$ cat src/rtl/ram_scan_ctrl_if.sv
// Bus bundle for ram_scan_ctrl: write port, scan controls and read-side status.
interface ram_scan_ctrl_if #(
  parameter int unsigned DATA_W = 3,
  parameter int unsigned ADDR_W = 5
) ();
  logic              wr_en;
  logic [ADDR_W-1:0] wr_addr;
  logic [DATA_W-1:0] wr_data;
  logic              scan_en;
  logic              step;
  logic              rd_restart;
  logic              clear_req;
  logic [ADDR_W-1:0] rd_addr;
  logic [DATA_W-1:0] rd_data;
  logic              rd_valid;
  logic              tick;
  logic              busy;

  modport master (
    output wr_en, wr_addr, wr_data, scan_en, step, rd_restart, clear_req,
    input  rd_addr, rd_data, rd_valid, tick, busy
  );

  modport slave (
    input  wr_en, wr_addr, wr_data, scan_en, step, rd_restart, clear_req,
    output rd_addr, rd_data, rd_valid, tick, busy
  );
endinterface

$ cat src/rtl/ram_scan_ctrl.sv
// Dual-port RAM with a read-address scanner (tick-driven or single-stepped) and a
// hardware clear sequencer. Optional macro RAM_SCAN_BYPASS_EN enables write-first
// forwarding onto rd_data when a write (user or clear) targets the current rd_addr.
module ram_scan_ctrl #(
  parameter int unsigned DATA_W   = 3,
  parameter int unsigned ADDR_W   = 5,
  parameter int unsigned DEPTH    = 32,
  parameter int unsigned TICK_DIV = 50000000
) (
  input  logic            clk,
  input  logic            reset_n,
  ram_scan_ctrl_if.slave  bus
);

  localparam int unsigned       DivW     = (TICK_DIV > 1) ? $clog2(TICK_DIV) : 1;
  localparam logic [DivW-1:0]   DivLast  = DivW'(TICK_DIV - 1);
  localparam logic [ADDR_W-1:0] AddrLast = ADDR_W'(DEPTH - 1);
  localparam logic [ADDR_W:0]   DepthW   = (ADDR_W + 1)'(DEPTH);

  typedef enum logic {StNormal, StClear} state_e;

  state_e            r_state, w_state_nxt;
  logic [ADDR_W-1:0] r_clr_ptr, w_clr_ptr_nxt;
  logic              w_busy;

  logic [DivW-1:0]   r_div, w_div_nxt;
  logic              r_step;
  logic              w_step_edge;
  logic              w_tick, r_tick;
  logic              w_advance;
  logic [ADDR_W-1:0] r_rd_addr, w_rd_addr_nxt;
  logic [DATA_W-1:0] r_rd_data, w_rd_data_nxt;
  logic              r_addr_stable;

  logic              w_we;
  logic [ADDR_W-1:0] w_waddr;
  logic [DATA_W-1:0] w_wdata;
  logic [DATA_W-1:0] r_mem [DEPTH];

  // FSM state register
  always_ff @(posedge clk or negedge reset_n) begin
    if (!reset_n) begin
      r_state   <= StNormal;
      r_clr_ptr <= '0;
    end else begin
      r_state   <= w_state_nxt;
      r_clr_ptr <= w_clr_ptr_nxt;
    end
  end

  // FSM next state: clear walks clr_ptr 0..DEPTH-1, one word per cycle
  always_comb begin
    w_state_nxt   = r_state;
    w_clr_ptr_nxt = r_clr_ptr;
    w_busy        = 1'b0;
    unique case (r_state)
      StNormal: begin
        if (bus.clear_req) begin
          w_state_nxt   = StClear;
          w_clr_ptr_nxt = '0;
        end
      end
      StClear: begin
        w_busy = 1'b1;
        if (r_clr_ptr == AddrLast) begin
          w_state_nxt = StNormal;
        end else begin
          w_clr_ptr_nxt = r_clr_ptr + ADDR_W'(1);
        end
      end
      default: w_state_nxt = StNormal;
    endcase
  end

  // Single write port: clear sequencer owns it while busy, else in-range user writes
  always_comb begin
    w_we    = 1'b0;
    w_waddr = bus.wr_addr;
    w_wdata = bus.wr_data;
    if (w_busy) begin
      w_we    = 1'b1;
      w_waddr = r_clr_ptr;
      w_wdata = '0;
    end else if (bus.wr_en && ({1'b0, bus.wr_addr} < DepthW)) begin
      w_we = 1'b1;
    end
  end

  // Memory array, intentionally not reset
  always_ff @(posedge clk) begin
    if (w_we) begin
      r_mem[w_waddr] <= w_wdata;
    end
  end

  assign w_tick      = (r_state == StNormal) && bus.scan_en && (r_div == DivLast);
  assign w_step_edge = bus.step && !r_step;
  assign w_advance   = w_tick || ((r_state == StNormal) && !bus.scan_en && w_step_edge);

  // Divider and pointer next state; restart beats advance but the tick still fires
  always_comb begin
    w_div_nxt     = r_div;
    w_rd_addr_nxt = r_rd_addr;
    if (bus.rd_restart) begin
      w_div_nxt = '0;
    end else if ((r_state == StNormal) && bus.scan_en) begin
      w_div_nxt = w_tick ? '0 : r_div + DivW'(1);
    end
    if (bus.rd_restart) begin
      w_rd_addr_nxt = '0;
    end else if (w_advance) begin
      w_rd_addr_nxt = (r_rd_addr == AddrLast) ? '0 : r_rd_addr + ADDR_W'(1);
    end
  end

  // Read data next state, with optional write-first forwarding
  always_comb begin
    w_rd_data_nxt = r_mem[r_rd_addr];
`ifdef RAM_SCAN_BYPASS_EN
    if (w_we && (w_waddr == r_rd_addr)) begin
      w_rd_data_nxt = w_wdata;
    end
`endif
  end

  // Scanner and read-side registers
  always_ff @(posedge clk or negedge reset_n) begin
    if (!reset_n) begin
      r_div         <= '0;
      r_step        <= 1'b0;
      r_tick        <= 1'b0;
      r_rd_addr     <= '0;
      r_rd_data     <= '0;
      r_addr_stable <= 1'b0;
    end else begin
      r_div         <= w_div_nxt;
      r_step        <= bus.step;
      r_tick        <= w_tick;
      r_rd_addr     <= w_rd_addr_nxt;
      r_rd_data     <= w_rd_data_nxt;
      // Also cleared while busy so the word read alongside the last clear write is not trusted
      r_addr_stable <= (w_rd_addr_nxt == r_rd_addr) && !w_busy;
    end
  end

  assign bus.rd_addr  = r_rd_addr;
  assign bus.rd_data  = r_rd_data;
  assign bus.rd_valid = r_addr_stable && !w_busy;
  assign bus.tick     = r_tick;
  assign bus.busy     = w_busy;

endmodule

$ cat src/flat_wrapper.sv
// flat-port wrapper written by rule: the top's interface ports become plain ports
module ram_scan_ctrl_flat 
#(
  parameter int unsigned DATA_W   = 3,
  parameter int unsigned ADDR_W   = 5,
  parameter int unsigned DEPTH    = 32,
  parameter int unsigned TICK_DIV = 50000000
)
  (clk, reset_n, bus_wr_en, bus_wr_addr, bus_wr_data, bus_scan_en, bus_step, bus_rd_restart, bus_clear_req, bus_rd_addr, bus_rd_data, bus_rd_valid, bus_tick, bus_busy);
  ram_scan_ctrl_if #(.DATA_W(DATA_W), .ADDR_W(ADDR_W)) bus_i ();
  input  logic clk;
  input  logic reset_n;
  input wire logic [$bits(bus_i.wr_en)-1:0] bus_wr_en;
  input wire logic [$bits(bus_i.wr_addr)-1:0] bus_wr_addr;
  input wire logic [$bits(bus_i.wr_data)-1:0] bus_wr_data;
  input wire logic [$bits(bus_i.scan_en)-1:0] bus_scan_en;
  input wire logic [$bits(bus_i.step)-1:0] bus_step;
  input wire logic [$bits(bus_i.rd_restart)-1:0] bus_rd_restart;
  input wire logic [$bits(bus_i.clear_req)-1:0] bus_clear_req;
  output wire logic [$bits(bus_i.rd_addr)-1:0] bus_rd_addr;
  output wire logic [$bits(bus_i.rd_data)-1:0] bus_rd_data;
  output wire logic [$bits(bus_i.rd_valid)-1:0] bus_rd_valid;
  output wire logic [$bits(bus_i.tick)-1:0] bus_tick;
  output wire logic [$bits(bus_i.busy)-1:0] bus_busy;
  assign bus_i.wr_en = bus_wr_en;
  assign bus_i.wr_addr = bus_wr_addr;
  assign bus_i.wr_data = bus_wr_data;
  assign bus_i.scan_en = bus_scan_en;
  assign bus_i.step = bus_step;
  assign bus_i.rd_restart = bus_rd_restart;
  assign bus_i.clear_req = bus_clear_req;
  assign bus_rd_addr = bus_i.rd_addr;
  assign bus_rd_data = bus_i.rd_data;
  assign bus_rd_valid = bus_i.rd_valid;
  assign bus_tick = bus_i.tick;
  assign bus_busy = bus_i.busy;
  ram_scan_ctrl #(.DATA_W(DATA_W), .ADDR_W(ADDR_W), .DEPTH(DEPTH), .TICK_DIV(TICK_DIV)) u_core (.clk(clk), .reset_n(reset_n), .bus(bus_i));
endmodule
$ cat config.mk
export PLATFORM = sky130hd
export DESIGN_NAME = ram_scan_ctrl_flat
export DESIGN_NICKNAME = d
export VERILOG_FILES = /design/src/rtl/ram_scan_ctrl_if.sv /design/src/rtl/ram_scan_ctrl.sv /design/src/flat_wrapper.sv
export SDC_FILE = /design/constraint.sdc
export NUM_CORES = 1
export LEC_CHECK = 0
export CORE_ASPECT_RATIO = 1.25
export CORE_MARGIN = 1.5
export CORE_UTILIZATION = 40
export CTS_BUF_LIST = sky130_fd_sc_hd__clkbuf_4 sky130_fd_sc_hd__clkbuf_8 sky130_fd_sc_hd__clkbuf_16
export CTS_CLUSTER_SIZE = 25
export DETAILED_ROUTE_END_ITERATION = 12
export DONT_BUFFER_PORTS = 1
export PLACE_DENSITY = 0.56
export SETUP_SLACK_MARGIN = 0.5
export SLEW_MARGIN = 10
export SYNTH_ARGS = -nofsm -noshare
export SYNTH_HDL_FRONTEND = slang
export SYNTH_SLANG_ARGS = --single-unit
$ cat constraint.sdc
create_clock -name clk -period 2.5 [get_ports clk]
set_input_delay 0.375 -clock clk [delete_from_list [all_inputs] [get_ports clk]]
set_output_delay 0.375 -clock clk [all_outputs]
set_load 0.03 [all_outputs]
==> results.ini <==
[synthesis]
synth_common_cells = edfxtp_1 (96), nor2_1 (59), dfrtp_1 (43)
synthFlopType = edfxtp_1
ys_async_sr_fraction_pct = 30.94
postSynthAreaPerCell_sq_um = 13.68
yosys.area.top_type = edfxtp_1
ys_seq_area_share_pct = 61.71
synth_most_common_cell = edfxtp_1
synth_top_area_share_pct = 44.94
syn_inst = 469
synth_edf_count = 96
yosysWarningCount = 0
ys_seq_elements = 139
synthTopCellsByArea = edfxtp_1 (45%), dfrtp_1 (17%), mux4_2 (9.5%), nor2_1 (3.5%), nand2_1 (2.3%)
synthDistinctLibCells = 61
synth_nets = 489
synthesis.area_sq_um = 6415

[floorplanning]
io_pins = 26
core_sq_um = 15630
die_w_um = 116.3
die_h_um = 144.6
dieArea_sq_um = 16810
rows = 51
start_util_pct = 41.03

[setup_path]
cp-start-kind = flop
critPathKind = reg -> reg
end_kind = flop
path_max_fanout = 12
cp.required_ns = 2.61
arrival_ns = 2.05

[clocking]
clock_path_buffers = 2
clk_pin_slew_ns = 0.06
cts.sink_count = 139
cts_tree = built
root_buffer = clkbuf_16
h-tree-depth = 4
cts_made_buffers = 17
clk_latency_ns = 0.42

[drt]
wl_mm = 14.59
first_pass_iters = 4
wl_per_cell_um = 20.15
drt_iter0_markers = 133
final_antenna_net_count = 0
dr_total_vias = 3967
drc = 0
viasPerCell = 5.479

[pwr]
ir_drop_uv = 437.5
power.density_nw_per_um2 = 861.8
p_leak_uw = 0.002638

[finish]
nets = 519
diodes = 0
drive_above_1_share_pct = 25.39
postLayoutCoreUtil_pct = 48.29
syn_to_final_growth_pct = 17.69

[sta]
skew_ns = 0.005403
hold_violations = 0
fmax_ghz = 0.5132
tightest_slew_ns = 0.7714
rsz0062_at_grt = true
maxSlewViolCount = 0
fin_crit_ns = 1.949
period_share_pct = 77.94
setup_viol = 0
tns_ns = 0
relSlewSlack_pct = 47.85

[grt]
gr-usage-all-layers_pct = 19.03
grt_pass1_wl_mm = 23.17
grt_overflow = 0
grt_pass1_vias = 4209
grt_max_degree = 44
antenna_found_initial = 0

[run]
maxCapViolations = 0

[worst_hold_path]
hold_path.class = in -> reg

[outcome]
outcome = finished, final reports clean

[placed_design]
gp_congestion = 0.8039
io_buffers = 0
dp_hpwl_mm = 9.790

==> state kept, by name, summed over array words and instances, names as in the netlist <==
| register | flops |
|---|---|
| u_core.r_mem | 96 |
| u_core.r_div | 26 |
| u_core.bus.rd_addr | 5 |
| u_core.r_clr_ptr | 5 |
| u_core.bus.rd_data | 3 |
| u_core.bus.tick | 1 |
| u_core.r_addr_stable | 1 |
| u_core.r_state | 1 |
| u_core.r_step | 1 |
==> path summary, 6_finish.rpt <==
kind                                             start                         endpoint  slack (ns)  depth (start not counted)
hold / removal                          bus_rd_restart      u_core.r_div[1]$_DFFE_PN0P_        0.02                          1
hold reg to reg            u_core.r_div[3]$_DFFE_PN0P_      u_core.r_div[3]$_DFFE_PN0P_        0.57                          2
setup reg to reg              u_core.r_state$_DFF_PN0_    u_core.r_mem[15][2]$_DFFE_PP_        0.55                          5
max in group asynchronous                      reset_n  u_core.bus.rd_addr[3]$_DFF_PN0_        1.82                          2
setup / recovery              u_core.r_state$_DFF_PN0_    u_core.r_mem[15][2]$_DFFE_PP_        0.55                          5
min in group asynchronous                      reset_n      u_core.r_div[8]$_DFFE_PN0P_        0.45                          2
==> what timing repair did <==
action                                  4_1_cts  5_1_grt
pin swaps                                     0        4
resized for setup                             6       17
buffers inserted                              2        5
endpoints found under the setup margin       91       80
hold buffers                                  5        0
hold endpoints to repair                     46        0
==> worst max-delay path, cell delays in order, from the launching register on <==
cell and delay [ns]:
dfrtp_2 0.50, buf_4 0.19, buf_4 0.17, o21ai_0 0.27, nand2_1 0.22, nor2_1 0.27
==> routing by layer <==
layer / GRT usage, % / up-vias / wire length (um)
li1: - / 1847 / -
met1: 21.40 / 2039 / 5788
met2: 34.49 / 56 / 7993
met3: 4.359 / 25 / 507
met4: 7.831 / 0 / 300
met5: 0 / - / 0
==> cells by family after synthesis <==
family | Yosys count | synth area share (%)
mux | 38 | 11.31
xor+xnor | 21 | 2.867
flops | 139 | 61.71
compound gates | 51 | 5.579
simple gates | 184 | 15.37
buf+inv | 31 | 2.184
fa+ha+maj | 5 | 0.9752
==> final cells by class <==
class | instances | area (sq um)
clock buffer | 18 | 432.9
multi-input combinational | 299 | 2384
timing repair buffer | 32 | 295.3
tap | 212 | 265.3
sequential | 139 | 3970
inverter | 10 | 42.54
clock inverter | 14 | 160.2
fill | 1364 | 8084
==> layout by cell type, fill, tap and decap left out, types with 8 or more instances in the layout <==
cell type / n
mux4_2: 27
clkbuf_16: 17
nand4_1: 8
xor2_1: 10
nand2_1: 39
buf_4: 25
edfxtp_1: 96
o21ai_0: 12
dfrtp_1: 34
nor2_1: 56
xnor2_1: 11
nand3_1: 13
a21oi_1: 11
dfrtp_2: 9
inv_1: 8
==> where the power goes <==
| part | switching [uW] | internal (uW) |
|---|---|---|
| Clock | 1020 | 1500 |
| Sequential | 157 | 2770 |
| Combinational | 670 | 385 |
==> stage by stage <==
| stage | std cells | hold WS (ns) | setup WS, ns | cell area (sq um) | total power (uW) |
|---|---|---|---|---|---|
| finish | 724 | 0.01882 | 0.5514 | 7550 | 6506 |
| global route | 724 | 0.002451 | 0.4646 | 7550 | 6781 |
| CTS | 719 | 0.0009069 | 0.5138 | 7461 | 6558 |
| detailed placement | 680 | 0.08058 | 0.1240 | 6759 | 3986 |
| global placement | 680 | 0.08060 | 0.2918 | 6759 | 3958 |
| floorplan | 469 | 0.07941 | 0.4647 | 6434 | 3584 |
(Power assumes the default switching activity.)
